[src/rtl/axis_sample_uart_tx.sv]
// rtl/axis_sample_uart_tx.sv - AXI4-Stream sample sink serialising each 16-bit sample as 8N1 UART bytes
//
// Ports:
//   clk            fabric clock, all logic on rising edge
//   rst_n          synchronous active-low reset
//   s_axis_tvalid  sample valid (may be a single-cycle pulse)
//   s_axis_tdata   signed sample, two's complement
//   s_axis_tready  registered; high only while idle and able to accept
//   uart_tx        serial line, idle high
//   busy           frame in progress
//   drop_cnt       saturating count of tvalid rises seen while not ready
//
// Frame: [sync_byte,] tdata[15:8], tdata[7:0]; each byte start + 8 data (LSB first) + stop.
module axis_sample_uart_tx #(
  parameter int         clk_freq_hz = 50_000_000,
  parameter int         baud        = 115200,
  parameter int         inout_width = 16,
  parameter bit         send_sync   = 1'b1,
  parameter logic [7:0] sync_byte   = 8'hA5
) (
  input  logic                   clk,
  input  logic                   rst_n,
  input  logic                   s_axis_tvalid,
  input  logic [inout_width-1:0] s_axis_tdata,
  output logic                   s_axis_tready,
  output logic                   uart_tx,
  output logic                   busy,
  output logic [7:0]             drop_cnt
);

  localparam int clks_per_bit = clk_freq_hz / baud;
  localparam int cnt_w = (clks_per_bit > 1) ? $clog2(clks_per_bit) : 1;
  localparam logic [cnt_w-1:0] cnt_last = cnt_w'(clks_per_bit - 1);
  localparam logic [1:0] last_byte = send_sync ? 2'd2 : 2'd1;

  typedef enum logic [1:0] {IDLE, START, DATA, STOP} state_t;

  state_t                 state;
  logic [cnt_w-1:0]       bit_cnt;
  logic [2:0]             bit_idx;
  logic [1:0]             byte_idx;
  logic [inout_width-1:0] hold;
  logic [7:0]             shifter;
  logic                   tvalid_d;
  logic                   bit_end;
  logic                   drop_rise;
  logic [7:0]             cur_byte;

  assign bit_end = (bit_cnt == cnt_last);

  // A rise while idle-but-not-yet-ready (after reset or on frame-end re-entry)
  // is about to be accepted, so it is not counted as a drop.
  assign drop_rise = s_axis_tvalid && !tvalid_d && !s_axis_tready && (state != IDLE);

  always_comb begin
    cur_byte = hold[7:0];
    if (send_sync) begin
      if (byte_idx == 2'd0)      cur_byte = sync_byte;
      else if (byte_idx == 2'd1) cur_byte = hold[15:8];
    end else if (byte_idx == 2'd0) begin
      cur_byte = hold[15:8];
    end
  end

  // uart_tx is registered from the state seen at each edge, so the line trails
  // the state by one cycle: the start bit appears one edge after the handshake
  // and the final stop bit ends one edge after the state returns to IDLE, which
  // is exactly when tready is re-asserted.
  always_ff @(posedge clk) begin
    if (!rst_n) begin
      state         <= IDLE;
      uart_tx       <= 1'b1;
      s_axis_tready <= 1'b0;
      busy          <= 1'b0;
      drop_cnt      <= 8'd0;
      bit_cnt       <= '0;
      bit_idx       <= 3'd0;
      byte_idx      <= 2'd0;
      hold          <= '0;
      shifter       <= 8'd0;
      tvalid_d      <= 1'b0;
    end else begin
      tvalid_d <= s_axis_tvalid;
      if (drop_rise && drop_cnt != 8'hFF) drop_cnt <= drop_cnt + 8'd1;

      case (state)
        IDLE: begin
          uart_tx <= 1'b1;
          bit_cnt <= '0;
          if (s_axis_tready && s_axis_tvalid) begin
            hold          <= s_axis_tdata;
            byte_idx      <= 2'd0;
            s_axis_tready <= 1'b0;
            busy          <= 1'b1;
            state         <= START;
          end else begin
            s_axis_tready <= 1'b1;
            busy          <= 1'b0;
          end
        end
        START: begin
          uart_tx <= 1'b0;
          if (bit_end) begin
            bit_cnt <= '0;
            bit_idx <= 3'd0;
            shifter <= cur_byte;
            state   <= DATA;
          end else begin
            bit_cnt <= bit_cnt + cnt_w'(1);
          end
        end
        DATA: begin
          uart_tx <= shifter[0];
          if (bit_end) begin
            bit_cnt <= '0;
            shifter <= {1'b0, shifter[7:1]};
            bit_idx <= bit_idx + 3'd1;
            if (bit_idx == 3'd7) state <= STOP;
          end else begin
            bit_cnt <= bit_cnt + cnt_w'(1);
          end
        end
        STOP: begin
          uart_tx <= 1'b1;
          if (bit_end) begin
            bit_cnt <= '0;
            if (byte_idx == last_byte) begin
              state <= IDLE;
            end else begin
              byte_idx <= byte_idx + 2'd1;
              state    <= START;
            end
          end else begin
            bit_cnt <= bit_cnt + cnt_w'(1);
          end
        end
        default: state <= IDLE;
      endcase
    end
  end

endmodule

[config.mk]
export PLATFORM = sky130hd
export DESIGN_NAME = axis_sample_uart_tx
export DESIGN_NICKNAME = d
export VERILOG_FILES = /design/src/rtl/axis_sample_uart_tx.sv
export SDC_FILE = /design/constraint.sdc
export NUM_CORES = 1
export LEC_CHECK = 0
export CORE_AREA = 2 2 70 72
export DETAILED_ROUTE_END_ITERATION = 10
export DIE_AREA = 0 0 72 74
export PLACE_DENSITY = 0.78
export SETUP_SLACK_MARGIN = 0.05
export SYNTH_ARGS = -nofsm -noshare
export SYNTH_HDL_FRONTEND = slang
export SYNTH_SLANG_ARGS = --single-unit
[constraint.sdc]
create_clock -name clk -period 3.6 [get_ports clk]
set_input_delay 0.72 -clock clk [delete_from_list [all_inputs] [get_ports clk]]
set_output_delay 0.72 -clock clk [all_outputs]
set_load 0.005 [all_outputs]
Yosys cells after proc, flatten, opt, wreduce, memory -nomap -nowiden. Cells that the tools add are included.

Add/subtract/negate cells: 4. Multipliers: 0. Divide/modulo/power cells: 0. $lt $le $gt $ge: 0. Equality and inequality tests: 14. Shift-type cells: 0. Muxes and demuxes: 24. Bitwise gates (word level): 0. Reduce and logical (&&, ||, !) cells: 18.

Operators by type and width (number): $mux W8 (4); $pmux W9 S2 (1); $mux W2 (8); $pmux W8 S2 (1); $ne A2 B2 Y1 const B (6); $add A9 B1 Y9 const B (1); $eq A9 B9 Y1 const B (1); $mux W9 (1); $add A8 B1 Y8 const B (1); $ne A8 B8 Y1 const B (1); $pmux W2 S4 (1); $eq A2 B2 Y1 const B (3); $mux W3 (2); $pmux W3 S2 (1); $reduce_bool A2 Y1 (3); $logic_and A1 B1 Y1 (5); $reduce_and A5 Y1 (1); $eq A2 B1 Y1 const B (2); $logic_not A2 Y1 (2); $pmux W2 S2 (1); $reduce_and A4 Y1 (1); $add A3 B1 Y3 const B (1); $eq A3 B3 Y1 const B (1); $mux W1 (3); other kinds (7) (8).

Bits in registers: 52. Latch bits: 0. RAM bits: 0. Memory bits (read-only): 0. Input bits: 19. Output and inout port bits: 11. Word-level logic and storage cells: 71. Memories kept: 0.

Longest topological paths before layout. Gate-level depths: netlist of run 1.

Word-level depth: 5. Mapped depth: 7. Mapped depth without buffers: 6.

Worst setup path after synthesis of run 1. No wires, ideal clock.

Kind: register -> register. Start: register state[0]. End: register drop_cnt[4]. Library setup time: 0.076 ns. Arrival time: 1.705 ns. Data required time: 3.524 ns. Slack: 1.819 ns. Stages on the path, launching flop included: 7. Path buffers: 0. Clock period less this slack: 1.781 ns. Cell sequence: dfxtp_1 inv_1 ha_1 nor4b_4 o211ai_1 or3_1 a21boi_0.

Longest elaborated chain between the ends: 3.

RTL lines: start, declared (line 38) `state_t state;`; start signal, assigned (line 71) `state <= IDLE;`; start signal, assigned (line 95) `state <= START;`; start signal, assigned (line 107) `state <= DATA;`; $reduce_bool A2 Y1 (line 53) `assign drop_rise = s_axis_tvalid && !tvalid_d && !s_axis_tready && (state != IDLE);`; $logic_and A1 B1 Y1 (line 53); $logic_and A1 B1 Y1 (line 84) `if (drop_rise && drop_cnt != 8'hFF) drop_cnt <= drop_cnt + 8'd1;`; end signal, assigned (line 84); end, declared (line 28) `output logic [7:0] drop_cnt`.

No other way between the ends. A chain may end at the register's enable or synchronous reset.

Worst setup path in the final report of run 1.
Start: register state[0]. End: register shifter[7].

Longest elaborated chain between the ends: 3. Elaborated cells between the ends (all ways): 7. Those cells by class: eq/ne (4); mux (1); reduce/logical (2).

RTL lines: $eq A2 B1 Y1 / $eq A2 B2 Y1 (equally long branches) (line 86) `case (state)`; $ne A2 B2 Y1 (no source line) / $reduce_bool A2 Y1 (equally long branches); $reduce_and A3 Y1 (no source line); end signal, assigned (line 106) `shifter <= cur_byte;`; end signal, assigned (line 116) `shifter <= {1'b0, shifter[7:1]};`; end, declared (line 43) `logic [7:0] shifter;`.

Several ways; a longest one is shown, not always the timed one.

==> flow_summary.ini, run 1 <==
[clocking]
post_cts.repair.setup_buffers = 0
tritoncts = built
clock_tree.buffer_depth = 2
cts-root-buf = sky130_fd_sc_hd__clkbuf_8
clock_sinks = 52
cts_hold_repair_buffers = 0
h-tree-depth = 2
numCtsBuffers = 5
path_clk_slew_ns = 0.10
cts.repair.resized = 0
insertion_delay_to_the_later_sink_of_the_worst_skew_pair_ns = 0.30

[global_routing]
globalRouteTotalUtil_pct = 18.8
antenna_violations_before_repair = 0
grt_pass1_wl_mm = 8.02
grt_start_max_net_pins = 48
vias_in_the_first_global_route = 1822
grt_remaining_overflow = 0

[setup_path]
criticalPathCategory = flip-flop to flip-flop
cp_capture_type = flip-flop
worstPathCellList = inv_1 -> ha_1 -> or2_2 -> nand3_1 -> or3_1 -> a21boi_0
setup.worst_path.start_class = flip-flop
startpoint = state[0]
critical-path-top-delay-family = simple AND/OR/NAND/NOR gates
rrSetupSlack_ns = 1.37
worst-r2r-cell-count = 6
crit_end = shifter[7]
worst_ep_arrival_time_ns = 2.47
required_worst_endpoint_ns = 3.84
slowest_stage = sky130_fd_sc_hd__ha_1
crit-reg2reg-capture = shifter[7]
cp_num_buf_inv = 1
crit-reg2reg-launch = state[0]
critical_path.max_stage_delay_ns = 0.48
worstSetupPathDepth = 6
critical_path_peak_fanout = 15

[run_status]
outcome = finished clean

[floorplanning]
boundaryPins = 30
effective_utilization_at_floorplan_pct = 53.4
core_area_um2 = 4600
dieHeight_um = 74
rows = 25
die-width_um = 72
fp.dieArea_um2 = 5330

[logic_synthesis]
synth_fp_nets = 299
synth_seq_cells = 52
postSynthAreaPerCell_um2 = 9.16
synth_seq_area_share_pct = 42.4
postSynthCellCount = 268
async_reset_ff_share_pct = 0
synth-edff-count = 0
synthFlopType = sky130_fd_sc_hd__dfxtp_1
syn_area_um2 = 2460
yosys.cell_types.count = 48
ys.warnings.count = 0

[sta]
achievable-frequency_ghz = 0.449
timing.final.crit_period_ns = 2.23
finalSetupViolations = 0
final_min_period_over_clock_period_pct = 61.9
drv_slew = 0
total_negative_slack_ns = 0
finalClockSkew_ns = 0.0108
slew_margin_rel_pct = 52.8
setup_repair_after_global_routing_missed_its_margin = false
hold_violations = 0
worst_slew_pin_slew_ns = 0.706

[pwr]
power.clock.fraction_pct = 25.0
p_switching_uw = 400
power.leakage_uw = 0.00101
seq_power_share_pct = 51.0
power-per-cell-area_nw_per_um2 = 458
max-vdd-ir-drop_mv = 0.214
power.combinational.fraction_pct = 24.0
power.internal_uw = 910
power.share.switching_pct = 30.6

[layout]
antenna_cells = 0
drive_above_1_share_pct = 7.48
instances_no_fill = 348
area.growth.synth_to_final_pct = 16.4
final_net_count = 324

[min_path]
min-delay-start = hold[11]
path_class_of_the_lowest_slack_min_delay_path = flip-flop to flip-flop

[routing]
drc = 0
post_drt_wl_per_cell_um = 12.9
drt_first_iter_violations = 68
drt-vias-per-instance = 5.57
drtAntennaViolNets = 0
detailedRoute.firstPassIterationCount = 5
drt-total-wl_mm = 4.48
via_count = 1937

[placement]
dp.final_hpwl_mm = 3.11
gpl.final_weighted_congestion = 0.820
io_buffers = 29
placed_cells_incl_taps = 340

[flow_run]
max-cap-violations = 0
-- placed cells by master, fill, tap and decap left out, types with 2 or more instances in the layout --
master,count
sky130_fd_sc_hd__nand3_1,7
sky130_fd_sc_hd__and2_1,7
sky130_fd_sc_hd__nor2_1,19
sky130_fd_sc_hd__ha_1,12
sky130_fd_sc_hd__clkbuf_8,5
sky130_fd_sc_hd__or3_1,3
sky130_fd_sc_hd__mux2i_1,6
sky130_fd_sc_hd__a21boi_0,25
sky130_fd_sc_hd__nor2b_1,4
sky130_fd_sc_hd__xnor2_1,4
sky130_fd_sc_hd__o211ai_1,3
sky130_fd_sc_hd__clkdlybuf4s50_1,29
sky130_fd_sc_hd__and3_1,3
sky130_fd_sc_hd__dfxtp_1,52
sky130_fd_sc_hd__nand2_1,43
sky130_fd_sc_hd__nand4_1,4
sky130_fd_sc_hd__a221o_1,3
sky130_fd_sc_hd__nor3b_1,4
sky130_fd_sc_hd__a221oi_1,4
sky130_fd_sc_hd__inv_1,11
sky130_fd_sc_hd__xor2_1,6
sky130_fd_sc_hd__o21ai_0,6
sky130_fd_sc_hd__mux2_2,4
sky130_fd_sc_hd__nand2b_1,2
sky130_fd_sc_hd__a32oi_1,2
-- power groups by stage --
stage	registers, uW	clock network (uW)	logic (uW)
4_1_cts	668	338	318
6_report	668	328	315
3_3_place_gp	680	0	307
5_1_grt	677	357	355
2_1_floorplan	674	0	227
3_5_place_dp	681	0	315
-- through the flow --
stage / hold WS [ns] / area, um^2 / util (%) / worst slack (ns) / power (uW)
floorplan: 0.439 / 2460 / - / 1.82 / 901
global placement: 0.448 / 2770 / 60.2 / 1.10 / 987
detailed placement: 0.455 / 2770 / 60.2 / 1.07 / 996
CTS: 0.469 / 2860 / 62.2 / 1.36 / 1320
global route: 0.487 / 2860 / 62.2 / 1.12 / 1390
finish: 0.467 / 2860 / 62.2 / 1.37 / 1310
-- how the worst min path moves through the flow --
stage,end,slack (ns),depth (start not counted)
3_5_place_dp,hold[9],0.45,2
2_1_floorplan,hold[7],0.44,2
4_1_cts,hold[9],0.47,2
6_report,hold[11],0.47,2
5_1_grt,hold[9],0.49,2
3_3_place_gp,hold[11],0.45,2
-- metal layers --
layer | global-route usage (%) | vias to the layer above | part of all wire [%]
li1 | - | 983 | -
met1 | 24.9 | 894 | 47
met2 | 31.2 | 53 | 46
met3 | 4.07 | 7 | 5.0
met4 | 5.87 | 0 | 1.5
met5 | 0 | - | 0
-- tightest hold or removal path, cell delays in order (launching register included) --
cell and delay [ns]:
sky130_fd_sc_hd__dfxtp_1 0.32, sky130_fd_sc_hd__nand2_1 0.04, sky130_fd_sc_hd__a21boi_0 0.06
-- area by class of cell --
| class | instances | area (um^2) |
|---|---|---|
| fill | 398 | 1740 |
| multi-input combinational | 193 | 1320 |
| sequential | 52 | 1040 |
| timing repair buffer | 30 | 298 |
| clock buffer | 6 | 72.6 |
| tap | 54 | 67.6 |
| inverter | 11 | 41.3 |
| clock inverter | 2 | 16.3 |
-- cells by family (layout without fill, tap and decap cells) --
kind of cell / after synthesis / after routing / share of synthesized area (%)
fa+ha+maj: 12 / 12 / 6.11
compound gates: 54 / 54 / 16.9
flops: 52 / 52 / 42.4
xor+xnor: 10 / 10 / 3.57
simple gates: 107 / 107 / 23.0
buf+inv: 23 / 49 / 3.77
mux: 10 / 10 / 4.28
-- registers in the layout, indices dropped and copies added, names as in the netlist --
signal         count
tvalid_d           1
drop_cnt           8
bit_idx            3
busy               1
s_axis_tready      1
bit_cnt            9
state              2
byte_idx           2
uart_tx            1
hold              16
shifter            8
-- cell usage after synthesis (6+ instances only) --
cell type	count	area share [%]
sky130_fd_sc_hd__dfxtp_1	52	42
sky130_fd_sc_hd__nand2_1	43	6.6
sky130_fd_sc_hd__a21boi_0	25	7.6
sky130_fd_sc_hd__nor2_1	19	2.9
sky130_fd_sc_hd__ha_1	12	6.1
sky130_fd_sc_hd__inv_1	11	1.7
sky130_fd_sc_hd__clkbuf_1	9	1.4
sky130_fd_sc_hd__and2_1	7	1.8
sky130_fd_sc_hd__nand3_1	7	1.4
sky130_fd_sc_hd__mux2i_1	6	2.4
sky130_fd_sc_hd__o21ai_0	6	1.2
sky130_fd_sc_hd__xor2_1	6	2.1
Note: power is estimated with default switching activity, not from simulation.
==> run 2, diff against run 1 <==
--- a/config.mk
+++ b/config.mk
@@ -5,10 +5,10 @@
 export SDC_FILE = /design/constraint.sdc
 export NUM_CORES = 1
 export LEC_CHECK = 0
-export CORE_AREA = 2 2 70 72
+export CORE_AREA = 2 2 74 76
 export DETAILED_ROUTE_END_ITERATION = 10
-export DIE_AREA = 0 0 72 74
-export PLACE_DENSITY = 0.78
+export DIE_AREA = 0 0 76 78
+export PLACE_DENSITY = 0.73
 export SETUP_SLACK_MARGIN = 0.05
 export SYNTH_ARGS = -nofsm -noshare
 export SYNTH_HDL_FRONTEND = slang
==> constraint.sdc (replaced) <==
create_clock -name clk -period 1.9 [get_ports clk]
set_input_delay 0.38 -clock clk [delete_from_list [all_inputs] [get_ports clk]]
set_output_delay 0.38 -clock clk [all_outputs]
set_load 0.005 [all_outputs]
==> run 2 against run 1 <==
Effect of this change: sequential power grew 86%; flip-flop and latch count is the same; wire length grew 7.0%; register-to-register slack lost 1.2 ns; die area grew 11%; clock skew shrank 0.0034 ns; sequential share of layout area shrank 2.2 points; critical path type unchanged.
==> flow_summary.ini, run 2 (synthesis gave the netlist of run 1 again) <==
[run_status]
outcome = finished clean

[min_path]
hold-path-endpoint = hold[3]
timing.hold.worst_path_depth = 2
min-delay-start = hold[3]
path_class_of_the_lowest_slack_min_delay_path = flip-flop to flip-flop

[placement]
placed_cells_incl_taps = 370
dp.final_hpwl_mm = 3.31
dpl_worst_slack_ns = -0.0740
gpl.final_weighted_congestion = 0.791
io_buffers = 29

[layout]
fillers = 450
antenna_cells = 0
instances_no_fill = 378
largest_register_ff_count = 16
final_common_cell = sky130_fd_sc_hd__dfxtp_1
top_register = hold
drive_above_1_share_pct = 13.6
layout.core_utilization_pct = 60.4
mostFrequentLayoutCells = sky130_fd_sc_hd__dfxtp_1 (51), sky130_fd_sc_hd__nand2_1 (43), sky130_fd_sc_hd__clkdlybuf4s50_1 (29)
area.growth.synth_to_final_pct = 24.0
reg.largest.list = hold (16), bit_cnt (9)
final_net_count = 338

[global_routing]
globalRouteTotalUtil_pct = 17.2
grt_pass1_wl_mm = 8.43
grt_remaining_overflow = 0
grt_start_max_net_pins = 47
antenna_violations_before_repair = 0
vias_in_the_first_global_route = 1858

[routing]
drc = 0
drt-total-wl_mm = 4.79
via_count = 1954
drt_first_iter_violations = 73
drtAntennaViolNets = 0
drt-vias-per-instance = 5.17
detailedRoute.firstPassIterationCount = 4
post_drt_wl_per_cell_um = 12.7

[sta]
achievable-frequency_ghz = 0.576
setup_repair_after_global_routing_missed_its_margin = false
slew_margin_rel_pct = 73.7
drv_slew = 0
timing.final.crit_period_ns = 1.74
hold_violations = 0
finalClockSkew_ns = 0.00743
final_min_period_over_clock_period_pct = 91.3
worst_slew_pin_slew_ns = 0.395
finalSetupViolations = 0
timing.hold.ws_ns = 0.467
finalWorstSetupSlack_ns = 0.165

[floorplanning]
boundaryPins = 30
die-width_um = 76
fp.dieArea_um2 = 5930
core_area_um2 = 5040
rows = 26
dieHeight_um = 78
effective_utilization_at_floorplan_pct = 48.7

[setup_path]
rrSetupSlack_ns = 0.16
required_worst_endpoint_ns = 2.15
crit-reg2reg-capture = drop_cnt[4]
slowest_stage = sky130_fd_sc_hd__or3_1
crit-reg2reg-launch = state[0]
worst-r2r-cell-count = 6
criticalPathCategory = flip-flop to flip-flop
setup.worst_path.start_class = flip-flop
critical_path.max_stage_delay_ns = 0.36
worst_ep_arrival_time_ns = 1.98
cp_capture_type = flip-flop
critical-path-top-delay-family = simple AND/OR/NAND/NOR gates
critical_path_peak_fanout = 8
startpoint = state[0]
cp_num_buf_inv = 1
worstPathCellList = inv_1 -> ha_4 -> nor4b_4 -> o211ai_1 -> or3_1 -> a21boi_1

[clocking]
h-tree-depth = 2
numCtsBuffers = 5
clock_tree.buffer_depth = 2
tritoncts = built
clock_sinks = 52
cts_hold_repair_buffers = 0
cts-root-buf = sky130_fd_sc_hd__clkbuf_8
insertion_delay_to_the_later_sink_of_the_worst_skew_pair_ns = 0.31
path_clk_slew_ns = 0.09

[pwr]
power-per-cell-area_nw_per_um2 = 895
power.leakage_uw = 0.00110
max-vdd-ir-drop_mv = 0.421

[flow_run]
max-cap-violations = 0
-- run 2: cell count changes in the layout (fill, tap and decap cells not counted), sizes merged --
cell	previous run	this run
buf	1	15
bufinv	0	1
clkinvlp	1	0
-- run 2: worst max path at each step --
stage                   to  slack (ns)  cells past startpoint
2_1_floorplan  drop_cnt[4]        0.12                      6
3_3_place_gp   byte_idx[1]       -0.02                      6
3_5_place_dp   drop_cnt[7]       -0.07                      5
4_1_cts        drop_cnt[4]        0.06                      6
5_1_grt        drop_cnt[6]        0.05                      7
6_report       drop_cnt[4]        0.16                      6
-- run 2: routing by layer --
metal	part of all wire (%)	vias up	wire (um)	global-route usage, %
met5	0	-	0	0
met4	1.3	0	62	7.45
met3	3.0	5	142	2.56
met2	47	26	2260	29.5
met1	49	913	2330	21.8
li1	-	1010	-	-
-- run 2: layout make-up --
type	instances	area, um^2	share of cell area (%)
repair buffers	44	415	13.6
inverters	11	41.3	1.36
clock inverters	2	35.0	1.15
multi-input cells	193	1350	44.4
well taps	70	87.6	2.88
clock buffers	6	72.6	2.38
flip-flops and latches	52	1040	34.2
-- run 2: metrics by stage --
stage / total power, uW / setup TNS, ns / area (um^2)
after floorplan: 1710 / 0 / 2460
after global placement: 1950 / -0.0162 / 2910
after detailed placement: 1970 / -0.178 / 2910
after CTS: 2710 / 0 / 3020
after global routing: 2890 / 0 / 3050
final: 2730 / 0 / 3050
-- run 2: worst register-to-register path, delay by kind of cell (launching register included) --
family / cells / cell delay (ns)
simple gates: 2 / 0.70
compound gates: 2 / 0.37
flops: 1 / 0.34
fa+ha+maj: 1 / 0.20
buf+inv: 1 / 0.08
-- run 2: power breakdown --
group	internal (uW)	total [uW]	switching, uW
logic	362	725	363
registers	1190	1240	56.4
clock network	392	757	366
-- run 2: timing repair --
| item | CTS | global route |
|---|---|---|
| gates resized for setup | 1 | 8 |
| setup buffers | 0 | 0 |
| pin swaps | 1 | 2 |
| gates cloned | 0 | 0 |
| setup endpoints to repair | 2 | 12 |
